--- config.mk ---
export PLATFORM = sky130hd
export DESIGN_NAME = gshare_pht
export DESIGN_NICKNAME = d
export VERILOG_FILES = /design/src/rtl/bp_pkg.sv /design/src/rtl/pht_ctr_update.sv /design/src/rtl/gshare_pht.sv
export SDC_FILE = /design/constraint.sdc
export NUM_CORES = 1
export LEC_CHECK = 0
export CAP_MARGIN = 20
export CORE_ASPECT_RATIO = 1.4
export CORE_UTILIZATION = 42
export DETAILED_ROUTE_END_ITERATION = 6
export GPL_ROUTABILITY_DRIVEN = 0
export PLACE_DENSITY_LB_ADDON = 0.12
export SLEW_MARGIN = 10
export SYNTH_ARGS = -nofsm -noshare
export SYNTH_HDL_FRONTEND = slang
export SYNTH_SLANG_ARGS = --single-unit
--- constraint.sdc ---
create_clock -name clk -period 5.39 [get_ports clk]
set_clock_uncertainty 0.05 [all_clocks]
set_input_delay 0.539 -clock clk [delete_from_list [all_inputs] [get_ports clk]]
set_output_delay 0.539 -clock clk [all_outputs]
set_load 0.01 [all_outputs]
--- src/rtl/bp_pkg.sv ---
// rtl/bp_pkg.sv - shared branch-predictor encodings and default widths
package bp_pkg;

  localparam int DEF_PC_W  = 32;
  localparam int DEF_IDX_W = 6;

  typedef logic [1:0] ctr_t;

  // Two-bit saturating counter states; MSB is the predicted direction.
  localparam ctr_t SNT = 2'b00;
  localparam ctr_t WNT = 2'b01;
  localparam ctr_t WT  = 2'b10;
  localparam ctr_t ST  = 2'b11;

  localparam ctr_t CTR_RESET = WNT;

endpackage

--- src/rtl/pht_ctr_update.sv ---
// rtl/pht_ctr_update.sv - two-bit saturating counter next-value function
module pht_ctr_update
  import bp_pkg::*;
(
  input  logic [1:0] ctr,
  input  logic       taken,
  output logic [1:0] ctr_next
);

  // Step toward the observed outcome, sticking at the strong states.
  always_comb begin
    ctr_next = ctr;
    if (taken) begin
      if (ctr != ST) ctr_next = ctr + 2'd1;
    end else begin
      if (ctr != SNT) ctr_next = ctr - 2'd1;
    end
  end

endmodule

--- src/rtl/gshare_pht.sv ---
// rtl/gshare_pht.sv - gshare direction predictor with speculative GHR
module gshare_pht
  import bp_pkg::*;
#(
  parameter int PC_W  = DEF_PC_W,
  parameter int IDX_W = DEF_IDX_W
) (
  input  logic             clk,
  input  logic             rstn,
  input  logic             pred_valid,
  input  logic [PC_W-1:0]  pred_pc,
  output logic             pred_resp_valid,
  output logic             pred_taken,
  output logic [IDX_W-1:0] pred_ghr,
  input  logic             upd_valid,
  input  logic [PC_W-1:0]  upd_pc,
  input  logic [IDX_W-1:0] upd_ghr,
  input  logic             upd_taken,
  input  logic             upd_mispredict
);

  localparam int DEPTH = 1 << IDX_W;

  logic [1:0]       ctr_q [DEPTH];
  logic [1:0]       ctr_d [DEPTH];
  logic [IDX_W-1:0] ghr_q, ghr_d;
  logic             resp_valid_q, resp_valid_d;
  logic             taken_q, taken_d;
  logic [IDX_W-1:0] snap_q, snap_d;

  logic [IDX_W-1:0] pred_idx, upd_idx;
  logic [1:0]       upd_ctr_next;
  logic [1:0]       pred_ctr;
  logic             pred_bit;
  logic             repair;
  logic             accept;

  // Word-aligned PC bits above the index are not hashed.
  logic unused_pc_bits;
  assign unused_pc_bits = ^{pred_pc[PC_W-1:IDX_W+2], pred_pc[1:0],
                            upd_pc[PC_W-1:IDX_W+2], upd_pc[1:0]};

  assign pred_idx = pred_pc[IDX_W+1:2] ^ ghr_q;
  assign upd_idx  = upd_pc[IDX_W+1:2] ^ upd_ghr;
  assign repair   = upd_valid & upd_mispredict;
  assign accept   = pred_valid & ~repair;

  pht_ctr_update u_upd (
    .ctr      (ctr_q[upd_idx]),
    .taken    (upd_taken),
    .ctr_next (upd_ctr_next)
  );

  // Prediction sees the counter as it will be after this cycle's training.
  always_comb begin
    pred_ctr = ctr_q[pred_idx];
    if (upd_valid && (upd_idx == pred_idx)) pred_ctr = upd_ctr_next;
  end

  assign pred_bit = pred_ctr[1];

  // Next-state: table training, GHR repair/shift, response registers.
  always_comb begin
    ctr_d = ctr_q;
    if (upd_valid) ctr_d[upd_idx] = upd_ctr_next;

    ghr_d = ghr_q;
    if (repair)      ghr_d = {upd_ghr[IDX_W-2:0], upd_taken};
    else if (accept) ghr_d = {ghr_q[IDX_W-2:0], pred_bit};

    resp_valid_d = accept;
    taken_d      = accept ? pred_bit : taken_q;
    snap_d       = accept ? ghr_q    : snap_q;
  end

  // State registers; table comes out of reset weakly not-taken.
  always_ff @(posedge clk or negedge rstn) begin
    if (!rstn) begin
      for (int i = 0; i < DEPTH; i++) ctr_q[i] <= CTR_RESET;
      ghr_q        <= '0;
      resp_valid_q <= 1'b0;
      taken_q      <= 1'b0;
      snap_q       <= '0;
    end else begin
      ctr_q        <= ctr_d;
      ghr_q        <= ghr_d;
      resp_valid_q <= resp_valid_d;
      taken_q      <= taken_d;
      snap_q       <= snap_d;
    end
  end

  assign pred_resp_valid = resp_valid_q;
  assign pred_taken      = taken_q;
  assign pred_ghr        = snap_q;

endmodule

; Word level (Yosys, flattened, before mapping)
; Index checks and enable logic that the tools add are counted.
[word_totals]
reg_bits = 142
input_bits = 76
out_inout_bits = 8
word_cells = 101
[classes]
addsub = 2
order_cmp = 3
eq_ne = 2
n_mux = 15
n_bitwise = 7
n_reduce_logical = 4
[op_table]
columns = op, n
row1 = bitwise mux 128 bit, 1
row2 = binary-select mux 2 bit (select 6 bit), 2
row3 = two-way mux 2 bit, 9
row4 = "greater-or-equal comparator 7 bit, second input constant", 2
row5 = inverter 6 -> 7 bit, 2
row6 = demux 2 bit (select 6 bit), 1
row7 = two-way mux 6 bit, 2
row8 = XOR 6 bit, 2
row9 = "less-than comparator 7 x 1 -> 1 bit, second input constant", 1
row10 = equality test 6 bit, 1
row11 = nonzero test 2 bit, 2
row12 = "adder 2 x 1 -> 2 bit, second input constant", 1
row13 = bitwise AND 1 bit, 2
row14 = logical AND 1 bit, 2
row15 = "inequality test 2 bit, second input constant", 1
row16 = "subtractor 2 x 1 -> 2 bit, second input constant", 1
row17 = inverter 1 bit, 1

; Logic depth before layout (Yosys ltp)
; Gate-level depths: netlist (run 1).
[logic_depth]
word_depth = 11
ltp_mapped = 12
ltp_nobuf = 9

; Cells and area by module
; Synthesis (run 1) repeated with hierarchy kept, for this count alone.
[unflattened]
hier_cells = 607
hier_area_um2 = 7323.3
[by_module_without_submodules]
columns = mod, instances, cells_each, area_each_um2, seq_area_each_um2
row1 = gshare_pht, 1, 604, 7297.0, 3633.5
row2 = pht_ctr_update, 1, 3, 26.3, 0.0

; Worst setup path after synthesis (run 1)
; OpenSTA, ideal clock, no wires.
[synth_path]
path_kind = in2reg
startpoint = input upd_pc[2]
endpoint = register ctr_q[0] (netlist name)
setup_ps = 82
arrival_ps = 2996
t_required_ps = 5258
slack_ps = 2262
cell_stages = 12
path_buffers = 3
cell_sequence = xnor2_1 > buf_2 > buf_2 > mux2i_1 > o22ai_1 > a211oi_1 > o22ai_1 > nor4_2 > inv_1 > maj3_2 > buf_2 > mux2_2
[synth_via]
elab_chain_cells = 9
word_cells_on_any_way = 18
classes_between = add/sub: 2 / order compare: 2 / eq/ne: 1 / mux: 9 / bitwise: 2 / reduce/logical: 2
[synth_rtl]
columns = element, line_no
row1 = from (decl), gshare_pht.sv:16  ; input logic [PC_W-1:0] upd_pc,
row2 = XOR 6 bit *, gshare_pht.sv:44  ; assign upd_idx = upd_pc[IDX_W+1:2] ^ upd_ghr;
row3 = inverter 6 -> 7 bit (not written as such) *, "gshare_pht.sv:49, gshare_pht.sv:65"
row4 = binary-select mux 2 bit (select 6 bit), gshare_pht.sv:49  ; .ctr (ctr_q[upd_idx]),
row5 = two-way mux 2 bit (not written as such) (2 in a row), gshare_pht.sv:49
row6 = subtractor 2 x 1 -> 2 bit (tied with other cells), pht_ctr_update.sv:16  ; if (ctr != SNT) ctr_next = ctr - 2'd1;
row7 = "two-way mux 2 bit, on equally long branches", "pht_ctr_update.sv:16, pht_ctr_update.sv:14"
row8 = two-way mux 2 bit, pht_ctr_update.sv:13  ; if (taken) begin
row9 = bitwise mux 128 bit *, gshare_pht.sv:65  ; if (upd_valid) ctr_d[upd_idx] = upd_ctr_next;
row10 = to (signal assigned), gshare_pht.sv:85  ; ctr_q <= ctr_d;
row11 = to (decl), gshare_pht.sv:24  ; logic [1:0] ctr_q [DEPTH];
; Every way passes the cells marked *; elsewhere a longest branch is shown, timed or not. The select of a mux whose other input is x is not followed.
; A chain may end at the register's enable or synchronous reset.

; Worst setup path in the final report (run 1)
[layout_path]
startpoint = input upd_ghr[1]
endpoint = register ctr_q[27] (netlist name)
[layout_via]
elab_chain_cells = 9
word_cells_on_any_way = 18
classes_between = add/sub: 2 / order compare: 2 / eq/ne: 1 / mux: 9 / bitwise: 2 / reduce/logical: 2
[layout_rtl]
columns = element, line_no
row1 = from (decl), gshare_pht.sv:17  ; input logic [IDX_W-1:0] upd_ghr,
row2 = XOR 6 bit *, gshare_pht.sv:44
row3 = inverter 6 -> 7 bit (not written as such) *, "gshare_pht.sv:49, gshare_pht.sv:65"
row4 = binary-select mux 2 bit (select 6 bit), gshare_pht.sv:49
row5 = two-way mux 2 bit (not written as such) (2 in a row), gshare_pht.sv:49
row6 = subtractor 2 x 1 -> 2 bit (tied with other cells), pht_ctr_update.sv:16
row7 = "two-way mux 2 bit, on equally long branches", "pht_ctr_update.sv:16, pht_ctr_update.sv:14"
row8 = two-way mux 2 bit, pht_ctr_update.sv:13
row9 = bitwise mux 128 bit *, gshare_pht.sv:65
; Marked as above.

==> flow_summary.json, run 1 <==
{
  "ys_top_cells_by_area": "dfrtp_1 (26%), dfstp_2 (22%), mux2_2 (21%)",
  "p_int_mw": 2.53,
  "area_delta_synth_final_pct": 16.9,
  "setup_tns_ps": 0,
  "ys_seq_area_share_pct": 47.7,
  "drive_gt1_share_pct": 40.3,
  "ys_types": 44,
  "portBuffers": 31,
  "ir_worst_vdd_mv": 0.229,
  "nFillCells": 1611,
  "grt_pass1_wl_um": 34500,
  "syn_area_um2": 7610,
  "critPathMaxFanout": 33,
  "power.switching_mw": 1.10,
  "finalMaxSlewViolations": 0,
  "grt-ovfl-total": 0,
  "post_cts_resized": 0,
  "postCtsHoldBufs": 0,
  "ys_dominant_reg_cell": "dfrtp_1",
  "period_minus_slack_ps": 4760,
  "outcome": "finished, final reports clean",
  "pwr-share-clk_pct": 32.3,
  "syn_area_per_cell_um2": 11.8,
  "finalHoldViolCount": 0,
  "power_density_nw_per_um2": 408,
  "final_nets": 766,
  "synth_top_area_share_pct": 25.6,
  "post_cts_buffers": 0,
  "cts_buffer_depth": 2,
  "die_area_um2": 18700,
  "leakage_nw": 3.69,
  "comb_power_share_pct": 24.9,
  "cts_root_buf": "clkbuf_16",
  "htreeDepth": 4,
  "synth_edf_count": 0,
  "die_h_um": 161,
  "crit_path_frequent_cell": "buf_4",
  "crit_family": "compound AO/OA/AOI/OAI gates",
  "whs_ps": 90.1,
  "startpoint_type": "primary input",
  "clkLatencyLatePin_ps": 430,
  "fmax_mhz": 210,
  "clk_pin_slew_ps": 60,
  "via_count": 5577,
  "worst-slew-pin-transition_ps": 1110,
  "cp-end-kind": "flop",
  "min_period_over_period_pct": 88.3,
  "slowest_stage": "xnor2_1",
  "cp_cell_sequence": "clkdlybuf4s50_1, xnor2_1, nand2_1, a21oi_1, a2111oi_0, o22ai_1, nor4_2, buf_4, o21ai_1, a21boi_4, buf_4, mux2_2",
  "yosysWarningCount": 0,
  "grt_max_degree": 85,
  "cts_tree": "yes",
  "numCtsBuffers": 17,
  "routed_wl_um": 22100,
  "antenna_cells": 0,
  "ant_nets": 0,
  "instances_no_fill": 939,
  "initial_core_util_pct": 43.4,
  "die_width_um": 116,
  "synth.largest_area_cell": "dfrtp_1",
  "power.total_mw": 3.63,
  "track_usage_pct": 25.4,
  "grt_pass1_vias": 5891,
  "yosysMostFrequentCell": "mux2_2",
  "synth_cells": 645,
  "critPathRequiredTime_ps": 5710,
  "vias_per_cell": 5.94,
  "rows": 57,
  "synthArstFlopShare_pct": 100,
  "switching_share_pct": 30.3,
  "hpwl_um": 15200,
  "synth_common_cells": "mux2_2 (141), nor2_1 (89), dfrtp_1 (78)",
  "rsz0062_at_grt": "false",
  "critPathKind": "primary input to flop",
  "cp.arrival_ps": 5070,
  "antenna_found_initial": 0,
  "drc": 0,
  "relSlewSlack_pct": 25.1,
  "power_frac_seq_pct": 42.8,
  "synth_nets": 721,
  "ioPinCount": 84,
  "min_path_type": "primary input to asynchronous set/reset pin",
  "core_um2": 17500,
  "placed_cells_incl_taps": 907,
  "drt_iter0_drc": 393,
  "wire_per_inst_um": 23.5,
  "clock-sinks": 142,
  "setup_viol": 0,
  "dr.pass1.iters": 6,
  "crit_buf_inv": 3,
  "cpPeakStageDelay_ps": 940,
  "synth_seq_cells": 142,
  "drv_cap": 0,
  "r2r_slack_ps": 1840
}
layout make-up:
class / instances / area, µm² / area share [%]
Clock buffer: 22 / 474 / 5.33
Clock inverter: 10 / 114 / 1.28
Inverter: 3 / 11.3 / 0.127
Multi-Input combinational cell: 469 / 3860 / 43.4
Sequential cell: 142 / 3630 / 40.8
Tap cell: 236 / 295 / 3.32
Timing Repair Buffer: 57 / 507 / 5.69
power groups by stage:
stage,logic (mW),registers (mW),clock network (mW)
2_1_floorplan,0.619,1.51,0
3_3_place_gp,0.885,1.56,0
3_5_place_dp,0.905,1.57,0
4_1_cts,0.909,1.56,1.19
5_1_grt,0.974,1.59,1.23
6_report,0.906,1.56,1.17
placed cells by master, fill, tap and decap left out, types with 3 or more instances in the layout:
master and n:
nand3_1 15, o21ai_0 5, clkinv_2 4, mux2_2 141, dfstp_2 64, o22a_1 3, mux2i_1 50, xor2_1 6
clkdlybuf4s50_1 30, o221ai_1 4, clkinv_4 3, a21oi_1 15, o2bb2ai_1 5, inv_1 3, nand4_1 4, buf_4 26
clkbuf_8 3, clkbuf_16 17, mux4_2 9, nor2_1 89, a221oi_1 14, o22ai_1 26, dfrtp_1 78, nand2_1 39
nor3_1 4, xnor2_1 13, xnor2_2 3
logic make-up after synthesis:
family          synth area share, %
mux                            30.1
simple gates                   8.57
flops                          47.7
compound gates                 7.96
buf+inv                        2.17
xor+xnor                       3.17
fa+ha+maj                     0.280
per-layer routing:
metal | vias to the layer above | track usage, % | wire [µm]
met5 | - | 0 | 0
met2 | 239 | 41.7 | 10800
met1 | 2808 | 30.7 | 8900
li1 | 2456 | - | -
met4 | 0 | 15.4 | 1320
met3 | 74 | 4.58 | 1110
metrics by stage:
stage          worst slack, ps  utilization, %  instance area, µm²
2_1_floorplan             2260               -                7610
3_3_place_gp               306            47.4                8310
3_5_place_dp               146            47.4                8310
4_1_cts                    577            50.7                8900
5_1_grt                    414            50.7                8900
6_report                   633            50.7                8900
sequential cells by signal, indices dropped and copies added, names as in the netlist:
signal           flops
ctr_q              128
pred_taken           1
pred_ghr             6
ghr_q                6
pred_resp_valid      1
worst paths after layout:
path	start	endpoint	depth (start not counted)
max	upd_ghr[1]	ctr_q[27]	12
min	rstn	ctr_q[53]	1
max reg2reg	ctr_q[20]	ctr_q[27]	9
min reg2reg	pred_taken	pred_taken	1
max in group asynchronous	rstn	ctr_q[75]	2
min in group clk	pred_taken	pred_taken	1
Note: power is estimated with default switching activity, not from simulation.
==> run 2: changes to the inputs <==
--- a/config.mk
+++ b/config.mk
@@ -5,13 +5,12 @@
 export SDC_FILE = /design/constraint.sdc
 export NUM_CORES = 1
 export LEC_CHECK = 0
-export CAP_MARGIN = 20
 export CORE_ASPECT_RATIO = 1.4
 export CORE_UTILIZATION = 42
+export CTS_CLUSTER_DIAMETER = 60
 export DETAILED_ROUTE_END_ITERATION = 6
 export GPL_ROUTABILITY_DRIVEN = 0
 export PLACE_DENSITY_LB_ADDON = 0.12
-export SLEW_MARGIN = 10
 export SYNTH_ARGS = -nofsm -noshare
 export SYNTH_HDL_FRONTEND = slang
 export SYNTH_SLANG_ARGS = --single-unit
==> results of run 2 <==
The final DEF is identical to that of run 1; final timing and power are the same.
==> run 3: changes to the inputs <==
--- a/config.mk
+++ b/config.mk
@@ -5,6 +5,7 @@
 export SDC_FILE = /design/constraint.sdc
 export NUM_CORES = 1
 export LEC_CHECK = 0
+export CAP_MARGIN = 20
 export CORE_ASPECT_RATIO = 1.4
 export CORE_UTILIZATION = 42
 export CTS_CLUSTER_DIAMETER = 60
==> results of run 3 <==
The final DEF is identical to that of run 1; final timing and power are the same.
